--- src/rtl/pb_press_detect.sv ---
// Push-button conditioner: 2-flop synchronizer, counter debounce, and a
// short/long press classifier producing single-cycle release/long pulses.
module pb_press_detect #(
    parameter int unsigned DB_CYCLES   = 1000,
    parameter int unsigned LONG_CYCLES = 25_000_000
) (
    input  logic clk,
    input  logic rst_n,
    input  logic PB,
    output logic pressed,
    output logic released,
    output logic long_press
);

    localparam int unsigned DB_W   = $clog2(DB_CYCLES) + 1;
    localparam int unsigned HOLD_W = $clog2(LONG_CYCLES) + 1;

    typedef enum logic [1:0] {
        IDLE  = 2'd0,
        SHORT = 2'd1,
        LONG  = 2'd2
    } state_t;

    logic              sync1;
    logic              pb_s;
    logic [DB_W-1:0]   db_cnt;
    logic [DB_W-1:0]   db_cnt_next;
    logic              pressed_next;
    logic              rise;
    logic              fall;
    state_t            state;
    state_t            state_next;
    logic [HOLD_W-1:0] hold_cnt;
    logic [HOLD_W-1:0] hold_cnt_next;
    logic              released_next;
    logic              long_next;

    // Two-flop synchronizer for the asynchronous button input
    always_ff @(posedge clk) begin
        if (!rst_n) begin
            sync1 <= 1'b0;
            pb_s  <= 1'b0;
        end else begin
            sync1 <= PB;
            pb_s  <= sync1;
        end
    end

    // Debounce: count consecutive disagreeing cycles, toggle on the last one
    always_comb begin
        db_cnt_next  = '0;
        pressed_next = pressed;
        if (pb_s != pressed) begin
            if (db_cnt == DB_W'(DB_CYCLES - 1)) begin
                pressed_next = ~pressed;
            end else begin
                db_cnt_next = db_cnt + DB_W'(1);
            end
        end
        rise = pressed_next & ~pressed;
        fall = ~pressed_next & pressed;
    end

    // Press classifier; a release on the threshold edge wins over long press
    always_comb begin
        state_next    = state;
        hold_cnt_next = hold_cnt;
        released_next = 1'b0;
        long_next     = 1'b0;
        case (state)
            IDLE: begin
                if (rise) begin
                    state_next    = SHORT;
                    hold_cnt_next = '0;
                end
            end
            SHORT: begin
                if (fall) begin
                    state_next    = IDLE;
                    released_next = 1'b1;
                end else if (hold_cnt == HOLD_W'(LONG_CYCLES - 1)) begin
                    state_next = LONG;
                    long_next  = 1'b1;
                end else begin
                    hold_cnt_next = hold_cnt + HOLD_W'(1);
                end
            end
            LONG: begin
                if (fall) begin
                    state_next = IDLE;
                end
            end
            default: begin
                state_next = IDLE;
            end
        endcase
    end

    // State, counters and registered outputs
    always_ff @(posedge clk) begin
        if (!rst_n) begin
            db_cnt     <= '0;
            pressed    <= 1'b0;
            state      <= IDLE;
            hold_cnt   <= '0;
            released   <= 1'b0;
            long_press <= 1'b0;
        end else begin
            db_cnt     <= db_cnt_next;
            pressed    <= pressed_next;
            state      <= state_next;
            hold_cnt   <= hold_cnt_next;
            released   <= released_next;
            long_press <= long_next;
        end
    end

endmodule

--- config.mk ---
export PLATFORM = sky130hd
export DESIGN_NAME = pb_press_detect
export DESIGN_NICKNAME = d
export VERILOG_FILES = /design/src/rtl/pb_press_detect.sv
export SDC_FILE = /design/constraint.sdc
export NUM_CORES = 1
export LEC_CHECK = 0
export BUFFER_PORTS_ARGS = -buffer_cell sky130_fd_sc_hd__buf_4
export CORE_ASPECT_RATIO = 1.4
export CORE_MARGIN = 2
export CORE_UTILIZATION = 34
export CTS_BUF_LIST = sky130_fd_sc_hd__clkbuf_8 sky130_fd_sc_hd__clkbuf_16
export DETAILED_ROUTE_END_ITERATION = 8
export PLACE_DENSITY = 0.6
export SLEW_MARGIN = 15
export SYNTH_ARGS = -nofsm -noshare
export SYNTH_HDL_FRONTEND = slang
export SYNTH_SLANG_ARGS = --single-unit
--- constraint.sdc ---
create_clock -name clk -period 2.7 [get_ports clk]
set_input_delay 0.54 -clock clk [delete_from_list [all_inputs] [get_ports clk]]
set_output_delay 0.54 -clock clk [all_outputs]
set_load 0.03 [all_outputs]
---- After elaboration in Yosys (flattened, before gate mapping) ----
Index checks and enable logic that the tools add are counted.
word-level totals
  register bits ........................... 44
  input port bits ......................... 3
  output and inout port bits .............. 3
operators by class
  reductions and logical operators ........ 7
  $add $sub $neg .......................... 2
  bitwise gates (word level) .............. 7
  multiplexer cells ....................... 13
  equality and inequality tests ........... 10
operators by type and width
  operator                                               number
  2-to-1 mux 26 bit                                      3
  case mux 26 bit (2 select lines)                       1
  adder 26 x 1 -> 26 bit, second input constant          1
  equality test 26 x 25 -> 1 bit, second input constant  1
  adder 11 x 1 -> 11 bit, second input constant          1
  equality test 11 x 10 -> 1 bit, second input constant  1
  2-to-1 mux 2 bit                                       4
  != test 2 bit, second input constant                   4
  case mux 2 bit (3 select lines)                        1
  OR reduction 3 bit                                     2
  inverter 1 bit                                         5
  2-to-1 mux 1 bit                                       4
  AND reduction 4 bit                                    1
  != test 3 bit, second input constant                   1
  AND reduction 3 bit                                    1
  AND 1 bit                                              2
  equality test 2 x 1 -> 1 bit, second input constant    1
  equality test 2 bit, second input constant             1
  logical NOT 2 bit                                      1
  AND reduction 2 bit                                    1
  nonzero test 2 bit                                     1
  != test 1 bit                                          1

---- Logic depth before layout (Yosys ltp) ----
Gate-level depths: netlist of run 1.
  depth after elaboration ................. 7
  depth in mapped cells ................... 8
  depth with buffers taken out ............ 6

---- Worst setup path after synthesis of run 1 ----
Ideal clock, no wire load.
  path kind ............................... register -> register
  from .................................... register hold_cnt[0]
  to ...................................... register hold_cnt[6]
  clock period less this slack ............ 2.048 ns
  library setup time ...................... 0.058 ns
  arrival time ............................ 1.991 ns
  stages on the path, launching flop included .. 9
  path slack .............................. 0.652 ns
  path through ............................ dfxtp_1 ha_1 nand4_2 or4b_4 o21a_1 buf_6 nor2_4 buf_6 o22a_1
on the way
  word-level cells in the longest chain between the ends .. 4
RTL lines
  item                              RTL line  text
  start: declaration                33        logic [HOLD_W-1:0] hold_cnt;
  start signal: assignment          112       hold_cnt <= hold_cnt_next;
  adder 26 x 1 -> 26 bit            85        hold_cnt_next = hold_cnt + HOLD_W'(1);
  2-to-1 mux 26 bit                 81        end else if (hold_cnt == HOLD_W'(LONG_CYCLES - 1)) begin
  2-to-1 mux 26 bit                 78        if (fall) begin
  case mux 26 bit (2 select lines)  70        case (state)
Parallel ways exist; a longest one is shown, timed or not. The select of a mux whose other input is x is not followed.
A chain may end at the register's enable or synchronous reset.

---- Worst setup path in the final report of run 1 ----
Ends and elaborated chain as after synthesis.

==> results of run 1 <==
cell type report:
type	count	area, um^2
clock buffers	5	68.8
clock inverters	3	46.3
fillers	685	4030
inverters	3	11.3
multi-input cells	216	1360
flip-flops and latches	44	881
well taps	74	92.6
repair buffers	11	82.6
cells in the final DEF (no fill, tap or decap), drive strengths merged, types with 2 or more instances in the layout:
cell and instances:
o311a 2, nor4 7, a211o 3, nand2 31, a2bb2oi 3, nor4b 3, nor3 11, o22ai 3
nor4bb 2, dfxtp 44, a21boi 2, and3 8, a31o 3, or4 4, xor2 7, nor2b 4
nand3 19, and2 9, o22a 9, mux2i 2, a21oi 12, buf 11, a31oi 4, inv 4
and4 5, nand4 10, ha 2, nor2 18, nand2b 4, or3 3, o21ai 12, clkbuf 5
power groups by stage:
| stage | Sequential, mW | Combinational, mW | Clock, mW |
|---|---|---|---|
| after detailed placement | 0.667 | 0.0191 | 0 |
| after floorplan | 0.666 | 0.0144 | 0 |
| after CTS | 0.651 | 0.0192 | 0.540 |
| final | 0.651 | 0.0191 | 0.529 |
| after global placement | 0.667 | 0.0188 | 0 |
| after global routing | 0.652 | 0.0213 | 0.573 |
flip-flops by register name, indices dropped and copies added (netlist names):
name	count
pb_s	1
db_cnt	11
long_press	1
hold_cnt	26
sync1	1
state	2
released	1
pressed	1
metrics by stage:
step | hold WS, ns | instance area [um^2] | worst slack, ns
6_report | 0.436 | 2540 | 0.368
5_1_grt | 0.427 | 2540 | 0.197
4_1_cts | 0.436 | 2540 | 0.373
3_5_place_dp | 0.424 | 2420 | 0.402
3_3_place_gp | 0.416 | 2420 | 0.470
2_1_floorplan | 0.412 | 2300 | 0.652
final timing paths:
kind                      end  slack [ns]
hold / removal          sync1        0.44
hold reg to reg          pb_s        0.44
setup reg to reg  hold_cnt[6]        0.37
setup / recovery  hold_cnt[6]        0.37
layer usage:
| layer | part of all wire, % | global-route usage [%] |
|---|---|---|
| met1 | 42 | 19.6 |
| met2 | 51 | 30.2 |
| met3 | 2.7 | 3.68 |
| met4 | 4.2 | 7.97 |
| met5 | 0 | 0 |
cells by family after synthesis:
kind of cell    Yosys count  share of synthesized area, %
buf+inv                  13                          2.88
compound gates           63                          19.6
simple gates            141                          34.3
mux                       2                         0.869
xor+xnor                  8                          3.04
flops                    44                          38.2
fa+ha+maj                 2                          1.09
critical path: stages, from the launching register on:
cell     delay, ns
dfxtp_1       0.39
ha_1          0.26
nand4_2       0.19
or4b_4        0.58
o21a_1        0.33
nor2_4        0.34
o22a_1        0.19
==> flow_metrics.env, run 1 <==
export IMPL_cp_end_kind="flip-flop"
export IMPL_h_tree_depth=2
export IMPL_cp_max_fo=12
export IMPL_synth_top_area_share_pct=38.2
export IMPL_synth_area_per_cell_um2=8.44
export IMPL_drc=0
export IMPL_r2r_cells=6
export IMPL_hold_class="input pin to flip-flop"
export IMPL_num_vias=2104
export IMPL_maxSlewViolCount=0
export IMPL_ys_seq_area_share_pct=38.2
export IMPL_internal_power_mw=0.936
export IMPL_initial_core_util_pct=35.1
export IMPL_grt_pass1_vias=2105
export IMPL_r2r_start="hold_cnt[0]"
export IMPL_cts_root_buf="clkbuf_8"
export IMPL_clkSlewWorstSetupHoldPaths_ns=0.10
export IMPL_arrival_ns=2.59
export IMPL_core_area_um2=6570
export IMPL_p_total_mw=1.20
export IMPL_grt_pass1_wl_um=10200
export IMPL_crit_type="flip-flop to flip-flop"
export IMPL_cts_tree="done"
export IMPL_hold_buffers=0
export IMPL_cts_resized=0
export IMPL_syn_area_um2=2300
export IMPL_grt_overflow_total=0
export IMPL_clkSinkCount=44
export IMPL_power_switching_share_pct=22.0
export IMPL_die_width_um=73.6
export IMPL_post_route_util_pct=38.6
export IMPL_drt_wl_total_um=5810
export IMPL_synthArstFlopShare_pct=0
export IMPL_ios=6
export IMPL_synthTopCellsByArea="dfxtp_1 38%, nand2_1 5.1%, nand3_1 4.1%"
export IMPL_finalHoldViolCount=0
export IMPL_viasPerCell=5.91
export IMPL_tightest_slew_ns=0.554
export IMPL_worst_ep_required_time_ns=2.95
export IMPL_clockBufferDepth=2
export IMPL_die_area_um2=7460
export IMPL_rows=35
export IMPL_grt_usage_pct=17.3
export IMPL_chipHeight_um=101
export IMPL_drive_gt1_share_pct=11.3
export IMPL_fin_worst_skew_ns=0.0148
export IMPL_tns_ns=0
export IMPL_yosys_cell_types_count=52
export IMPL_io_buffers=5
export IMPL_synth_edff_count=0
export IMPL_maxSlewHeadroom_pct=62.8
export IMPL_startpoint="hold_cnt[0]"
export IMPL_setup_viol=0
export IMPL_fin_cells=356
export IMPL_max_cap_violations=0
export IMPL_min_from="PB"
export IMPL_min_period_ns=2.33
export IMPL_yosysTopAreaCell="dfxtp_1"
export IMPL_dp_hpwl_um=4370
export IMPL_yosysMostFrequentCell="dfxtp_1"
export IMPL_fin_crit_sh_pct=86.4
export IMPL_synth_commonest_cells="44 x dfxtp_1, 31 x nand2_1, 19 x nand3_1"
export IMPL_power_switching_mw=0.264
export IMPL_status="finished clean"
export IMPL_drt_first_iter_violations=123
export IMPL_sequentialPowerShare_pct=54.3
export IMPL_p_comb_share_pct=1.6
export IMPL_clock_latency_ns=0.31
export IMPL_leakagePower_nw=0.873
export IMPL_postCtsSetupRepairBufs=0
export IMPL_cp_start_kind="flip-flop"
export IMPL_max_freq_mhz=429
export IMPL_placed_cells=348
export IMPL_syn_to_final_growth_pct=10.2
export IMPL_gp_congestion=0.871
export IMPL_syn_nets=278
export IMPL_grt_max_degree=16
export IMPL_antenna_found_initial=0
export IMPL_synth_warnings=0
export IMPL_dr_pass1_iters=4
export IMPL_peakVddDrop_mv=0.197
export IMPL_clkPwrFrac_pct=44.1
export IMPL_ys_ff_latch=44
export IMPL_power_density_nw_per_um2=473
export IMPL_rsz0062_at_grt="no"
export IMPL_diodes=0
export IMPL_routedWlPerCell_um=16.3
export IMPL_synth_cells=273
export IMPL_ys_flop_type="dfxtp_1"
export IMPL_hold_path_cell_count=2
export IMPL_final_nets=286
export IMPL_cts_made_buffers=5
export IMPL_ant_nets=0
Note: power is estimated with default switching activity, not from simulation.
==> run 2: changes to the inputs <==
--- a/config.mk
+++ b/config.mk
@@ -5,13 +5,14 @@
 export SDC_FILE = /design/constraint.sdc
 export NUM_CORES = 1
 export LEC_CHECK = 0
-export BUFFER_PORTS_ARGS = -buffer_cell sky130_fd_sc_hd__buf_4
+export BUFFER_PORTS_ARGS = -buffer_cell sky130_fd_sc_hd__buf_2
 export CORE_ASPECT_RATIO = 1.4
 export CORE_MARGIN = 2
-export CORE_UTILIZATION = 34
+export CORE_UTILIZATION = 30
 export CTS_BUF_LIST = sky130_fd_sc_hd__clkbuf_8 sky130_fd_sc_hd__clkbuf_16
+export CTS_CLUSTER_DIAMETER = 200
 export DETAILED_ROUTE_END_ITERATION = 8
-export PLACE_DENSITY = 0.6
+export PLACE_DENSITY = 0.55
 export SLEW_MARGIN = 15
 export SYNTH_ARGS = -nofsm -noshare
 export SYNTH_HDL_FRONTEND = slang
==> run 2 against run 1 <==
- critical path type unchanged
- largest cell class unchanged
- utilization down 3.9 points
- clock-buffer cell count unchanged
- final cell count grew 6.7%
- critical endpoint unchanged
- combinational power shrank 5%
- worst setup slack better by 0.0037 ns
- routed wire length stayed put
- maximum frequency up 0.16%
- die area rose by 13%
- via count is 3.1% lower
==> flow_metrics.env, run 2 (synthesis gave the netlist of run 1 again) <==
export IMPL_routedWlPerCell_um=15.3
export IMPL_viasPerCell=5.37
export IMPL_num_vias=2039
export IMPL_max_cap_violations=0
export IMPL_die_width_um=78.1
export IMPL_rows=37
export IMPL_hold_buffers=0
export IMPL_dp_hpwl_um=4310
export IMPL_dr_pass1_iters=4
export IMPL_grt_pass1_vias=1992
export IMPL_clkSlewWorstSetupHoldPaths_ns=0.09
export IMPL_clock_latency_ns=0.30
export IMPL_cts_resized=0
export IMPL_crit_type="flip-flop to flip-flop"
export IMPL_hold_class="flip-flop to flip-flop"
export IMPL_cpPeakStageDelay_ns=0.58
export IMPL_cts_tree="done"
export IMPL_cp_max_fo=12
export IMPL_cp_num_buf_inv=0
export IMPL_fin_worst_skew_ns=0.00612
export IMPL_most_common_layout_cells="44 x dfxtp_1, 31 x nand2_1, 19 x nand3_1, 17 x nor2_1, 12 x a21oi_1"
export IMPL_postCtsSetupRepairBufs=0
export IMPL_h_tree_depth=2
export IMPL_worst_ep_required_time_ns=2.95
export IMPL_regMostFlops="hold_cnt"
export IMPL_drt_wl_total_um=5810
export IMPL_finalHoldViolCount=0
export IMPL_drt_first_iter_violations=133
export IMPL_antenna_found_initial=0
export IMPL_clkSinkCount=44
export IMPL_maxSlewHeadroom_pct=60.6
export IMPL_rsz0062_at_grt="no"
export IMPL_cts_made_buffers=5
export IMPL_cp_end_kind="flip-flop"
export IMPL_leakagePower_nw=0.880
export IMPL_clockBufferDepth=2
export IMPL_crit_chain="ha_1, nand4_2, or4b_4, o21a_1, nor2_4, o22a_1"
export IMPL_layout_commonest_cell="dfxtp_1"
export IMPL_status="finished clean"
export IMPL_timing_critical_path_max_delay_family="simple AND/OR/NAND/NOR gates"
export IMPL_ios=6
export IMPL_cp_start_kind="flip-flop"
export IMPL_fin_crit_sh_pct=86.2
export IMPL_die_area_um2=8400
export IMPL_fillers=785
export IMPL_dpl_instance_area_um2=2460
export IMPL_maxSlewViolCount=0
export IMPL_final_nets=287
export IMPL_io_buffers=5
export IMPL_syn_to_final_growth_pct=11.8
export IMPL_grt_usage_pct=14.5
export IMPL_setup_viol=0
export IMPL_grt_overflow_total=0
export IMPL_p_total_mw=1.20
export IMPL_grt_max_degree=24
export IMPL_tightest_slew_ns=0.590
export IMPL_grt_pass1_wl_um=9670
export IMPL_core_area_um2=7410
export IMPL_largest_reg_flops=26
export IMPL_peakVddDrop_mv=0.277
export IMPL_diodes=0
export IMPL_fin_area_um2=2570
export IMPL_initial_core_util_pct=31.1
export IMPL_cts_root_buf="clkbuf_8"
export IMPL_min_period_ns=2.33
export IMPL_top_regs="hold_cnt (26), db_cnt (11), state (2)"
export IMPL_chipHeight_um=108
export IMPL_gp_congestion=0.839
export IMPL_slowest_stage="or4b_4"
export IMPL_drc=0
export IMPL_power_density_nw_per_um2=467
export IMPL_tns_ns=0
export IMPL_arrival_ns=2.58
export IMPL_drive_gt1_share_pct=11.7
export IMPL_max_freq_mhz=430
export IMPL_ant_nets=0
[run 2: final cells by class]
cell class / instances / area (um^2) / share of cell area, %
clock buffers: 5 / 68.8 / 2.67
clock inverters: 3 / 46.3 / 1.80
inverters: 3 / 11.3 / 0.437
multi-input cells: 216 / 1360 / 52.7
flip-flops and latches: 44 / 881 / 34.2
well taps: 97 / 121 / 4.71
repair buffers: 12 / 90.1 / 3.50
[run 2: power by group]
part	switching (mW)	internal [mW]
Clock	0.253	0.279
Sequential	0.00139	0.650
Combinational	0.0127	0.00556
Total	0.267	0.935
[run 2: final timing paths]
check,depth (start not counted),slack (ns),startpoint,end
setup / recovery,6,0.37,hold_cnt[0],hold_cnt[6]
hold / removal,1,0.44,sync1,pb_s
hold reg to reg,1,0.44,sync1,pb_s
setup reg to reg,6,0.37,hold_cnt[0],hold_cnt[6]
[run 2: through the flow]
step	hold slack [ns]	std cells	setup WS, ns	util [%]
floorplan	0.412	273	0.652	-
global placement	0.416	372	0.433	33.2
detailed placement	0.427	372	0.399	33.2
CTS	0.442	380	0.371	34.8
global route	0.438	380	0.201	34.8
finish	0.444	380	0.372	34.8
[run 2: routing by layer]
| metal | share of wire (%) | global-route usage, % | vias up |
|---|---|---|---|
| li1 | - | - | 1047 |
| met5 | 0 | 0 | - |
| met3 | 3.9 | 2.94 | 16 |
| met4 | 3.5 | 7.14 | 0 |
| met1 | 43 | 16.4 | 934 |
| met2 | 50 | 25.9 | 42 |
==> run 3: changes to the inputs <==
--- a/config.mk
+++ b/config.mk
@@ -5,13 +5,13 @@
 export SDC_FILE = /design/constraint.sdc
 export NUM_CORES = 1
 export LEC_CHECK = 0
-export BUFFER_PORTS_ARGS = -buffer_cell sky130_fd_sc_hd__buf_2
 export CORE_ASPECT_RATIO = 1.4
 export CORE_MARGIN = 2
 export CORE_UTILIZATION = 30
 export CTS_BUF_LIST = sky130_fd_sc_hd__clkbuf_8 sky130_fd_sc_hd__clkbuf_16
 export CTS_CLUSTER_DIAMETER = 200
 export DETAILED_ROUTE_END_ITERATION = 8
+export DONT_BUFFER_PORTS = 1
 export PLACE_DENSITY = 0.55
 export SLEW_MARGIN = 15
 export SYNTH_ARGS = -nofsm -noshare
==> run 3 against run 2 <==
- non-clock buffer count shrank 6
- clock power down 1%
- global-route usage grew 0.14 points
- hold slack got worse by 0.11 ns
- die area did not move
- combinational power shrank 21%
- worst setup slack better by 0.0052 ns
- sequential power barely moved
- clock-buffer cell count did not move
- sequential cell count stayed put
- first-iteration DRC count shrank 6.0%
- register-to-register slack about the same
- critical endpoint unchanged
- largest power group unchanged
==> flow_metrics.env, run 3 (synthesis gave the netlist of run 1 again) <==
export IMPL_status="finished clean"
export IMPL_worst_ep_required_time_ns=2.96
export IMPL_num_vias=2055
export IMPL_maxSlewHeadroom_pct=61.5
export IMPL_diodes=0
export IMPL_io_buffers=0
export IMPL_drt_wl_total_um=5740
export IMPL_dp_hpwl_um=4330
export IMPL_min_period_ns=2.32
export IMPL_sequentialPowerShare_pct=54.7
export IMPL_drive_gt1_share_pct=9.75
export IMPL_fin_crit_sh_pct=86.0
export IMPL_max_freq_mhz=430
export IMPL_cts_resized=0
export IMPL_dpl_instance_area_um2=2410
export IMPL_clkSlewWorstSetupHoldPaths_ns=0.09
export IMPL_die_area_um2=8400
export IMPL_drc=0
export IMPL_syn_to_final_growth_pct=9.83
export IMPL_tightest_slew_ns=0.576
export IMPL_grt_overflow_total=0
export IMPL_top_regs="hold_cnt (26), db_cnt (11), state (2)"
export IMPL_startpoint="hold_cnt[0]"
export IMPL_cts_root_buf="clkbuf_8"
export IMPL_hold_class="input pin to flip-flop"
export IMPL_crit_type="flip-flop to flip-flop"
export IMPL_routedWlPerCell_um=15.4
export IMPL_power_switching_share_pct=21.6
export IMPL_maxSlewViolCount=0
export IMPL_grt_pass1_vias=2031
export IMPL_ios=6
export IMPL_internal_power_mw=0.934
export IMPL_grt_pass1_wl_um=9810
export IMPL_fin_area_um2=2530
export IMPL_clkPwrFrac_pct=44.1
export IMPL_power_switching_mw=0.257
export IMPL_h_tree_depth=2
export IMPL_drt_first_iter_violations=125
export IMPL_chipHeight_um=108
export IMPL_cts_tree="done"
export IMPL_rsz0062_at_grt="no"
export IMPL_clockBufferDepth=2
export IMPL_cp_start_kind="flip-flop"
export IMPL_dr_pass1_iters=4
export IMPL_core_area_um2=7410
export IMPL_clkSinkCount=44
export IMPL_cp_end_kind="flip-flop"
export IMPL_initial_core_util_pct=31.1
export IMPL_tns_ns=0
export IMPL_r2r_start="hold_cnt[0]"
export IMPL_final_nets=281
export IMPL_gp_congestion=0.856
export IMPL_power_density_nw_per_um2=471
export IMPL_p_comb_share_pct=1.2
export IMPL_viasPerCell=5.49
export IMPL_max_cap_violations=0
export IMPL_setup_viol=0
export IMPL_largest_reg_flops=26
export IMPL_arrival_ns=2.58
export IMPL_min_from="rst_n"
export IMPL_rows=37
export IMPL_cts_made_buffers=5
export IMPL_most_common_layout_cells="44 x dfxtp_1, 31 x nand2_1, 19 x nand3_1, 17 x nor2_1, 12 x a21oi_1"
export IMPL_die_width_um=78.1
export IMPL_fin_worst_skew_ns=0.00939
export IMPL_ant_nets=0
export IMPL_fillers=805
export IMPL_cp_max_fo=12
export IMPL_layout_commonest_cell="dfxtp_1"
export IMPL_peakVddDrop_mv=0.204
export IMPL_postCtsSetupRepairBufs=0
export IMPL_leakagePower_nw=0.847
export IMPL_regMostFlops="hold_cnt"
export IMPL_grt_max_degree=16
export IMPL_hold_buffers=0
export IMPL_antenna_found_initial=0
export IMPL_finalHoldViolCount=0
export IMPL_clock_latency_ns=0.31
export IMPL_grt_usage_pct=14.7
run 3: cell types whose count changed in the layout (fill, tap and decap cells not counted):
cell and change:
buf_12 -1, buf_2 -5
run 3: metrics by stage:
step / setup WS (ns) / hold WS [ns] / std cells / util, % / power (mW)
global route: 0.195 / 0.339 / 374 / 34.2 / 1.23
global placement: 0.446 / 0.416 / 366 / 32.6 / 0.681
floorplan: 0.652 / 0.412 / 273 / - / 0.681
finish: 0.377 / 0.336 / 374 / 34.2 / 1.19
detailed placement: 0.396 / 0.423 / 366 / 32.6 / 0.681
CTS: 0.368 / 0.333 / 374 / 34.2 / 1.21
run 3: critical path: stages (launching register included):
cell	delay, ns
dfxtp_1	0.39
ha_1	0.25
nand4_2	0.19
or4b_4	0.58
o21a_1	0.33
nor2_4	0.34
o22a_1	0.19
run 3: area by class of cell:
cell class	instances	area [um^2]	share of cell area, %
flip-flops and latches	44	881	34.8
clock inverters	3	46.3	1.83
repair buffers	6	45.0	1.78
well taps	97	121	4.80
multi-input cells	216	1360	53.6
inverters	3	11.3	0.445
clock buffers	5	68.8	2.72
run 3: worst paths after layout:
path | end | slack [ns] | depth (start not counted)
worst max-delay path | hold_cnt[6] | 0.38 | 6
worst min-delay path | state[1] | 0.34 | 2
worst max register to register | hold_cnt[6] | 0.38 | 6
worst min register to register | pb_s | 0.44 | 1
run 3: layer usage:
metal | track usage (%) | wire [um] | vias up
li1 | - | - | 1037
met2 | 26.0 | 2890 | 41
met3 | 3.27 | 227 | 12
met1 | 16.6 | 2470 | 965
met5 | 0 | 0 | -
met4 | 6.64 | 154 | 0
run 3: power by group through the flow:
stage | combinational [mW] | clock [mW] | sequential, mW
after detailed placement | 0.0144 | 0 | 0.667
after CTS | 0.0144 | 0.539 | 0.651
after global placement | 0.0146 | 0 | 0.667
final | 0.0143 | 0.525 | 0.651
after floorplan | 0.0144 | 0 | 0.666
after global routing | 0.0161 | 0.563 | 0.652
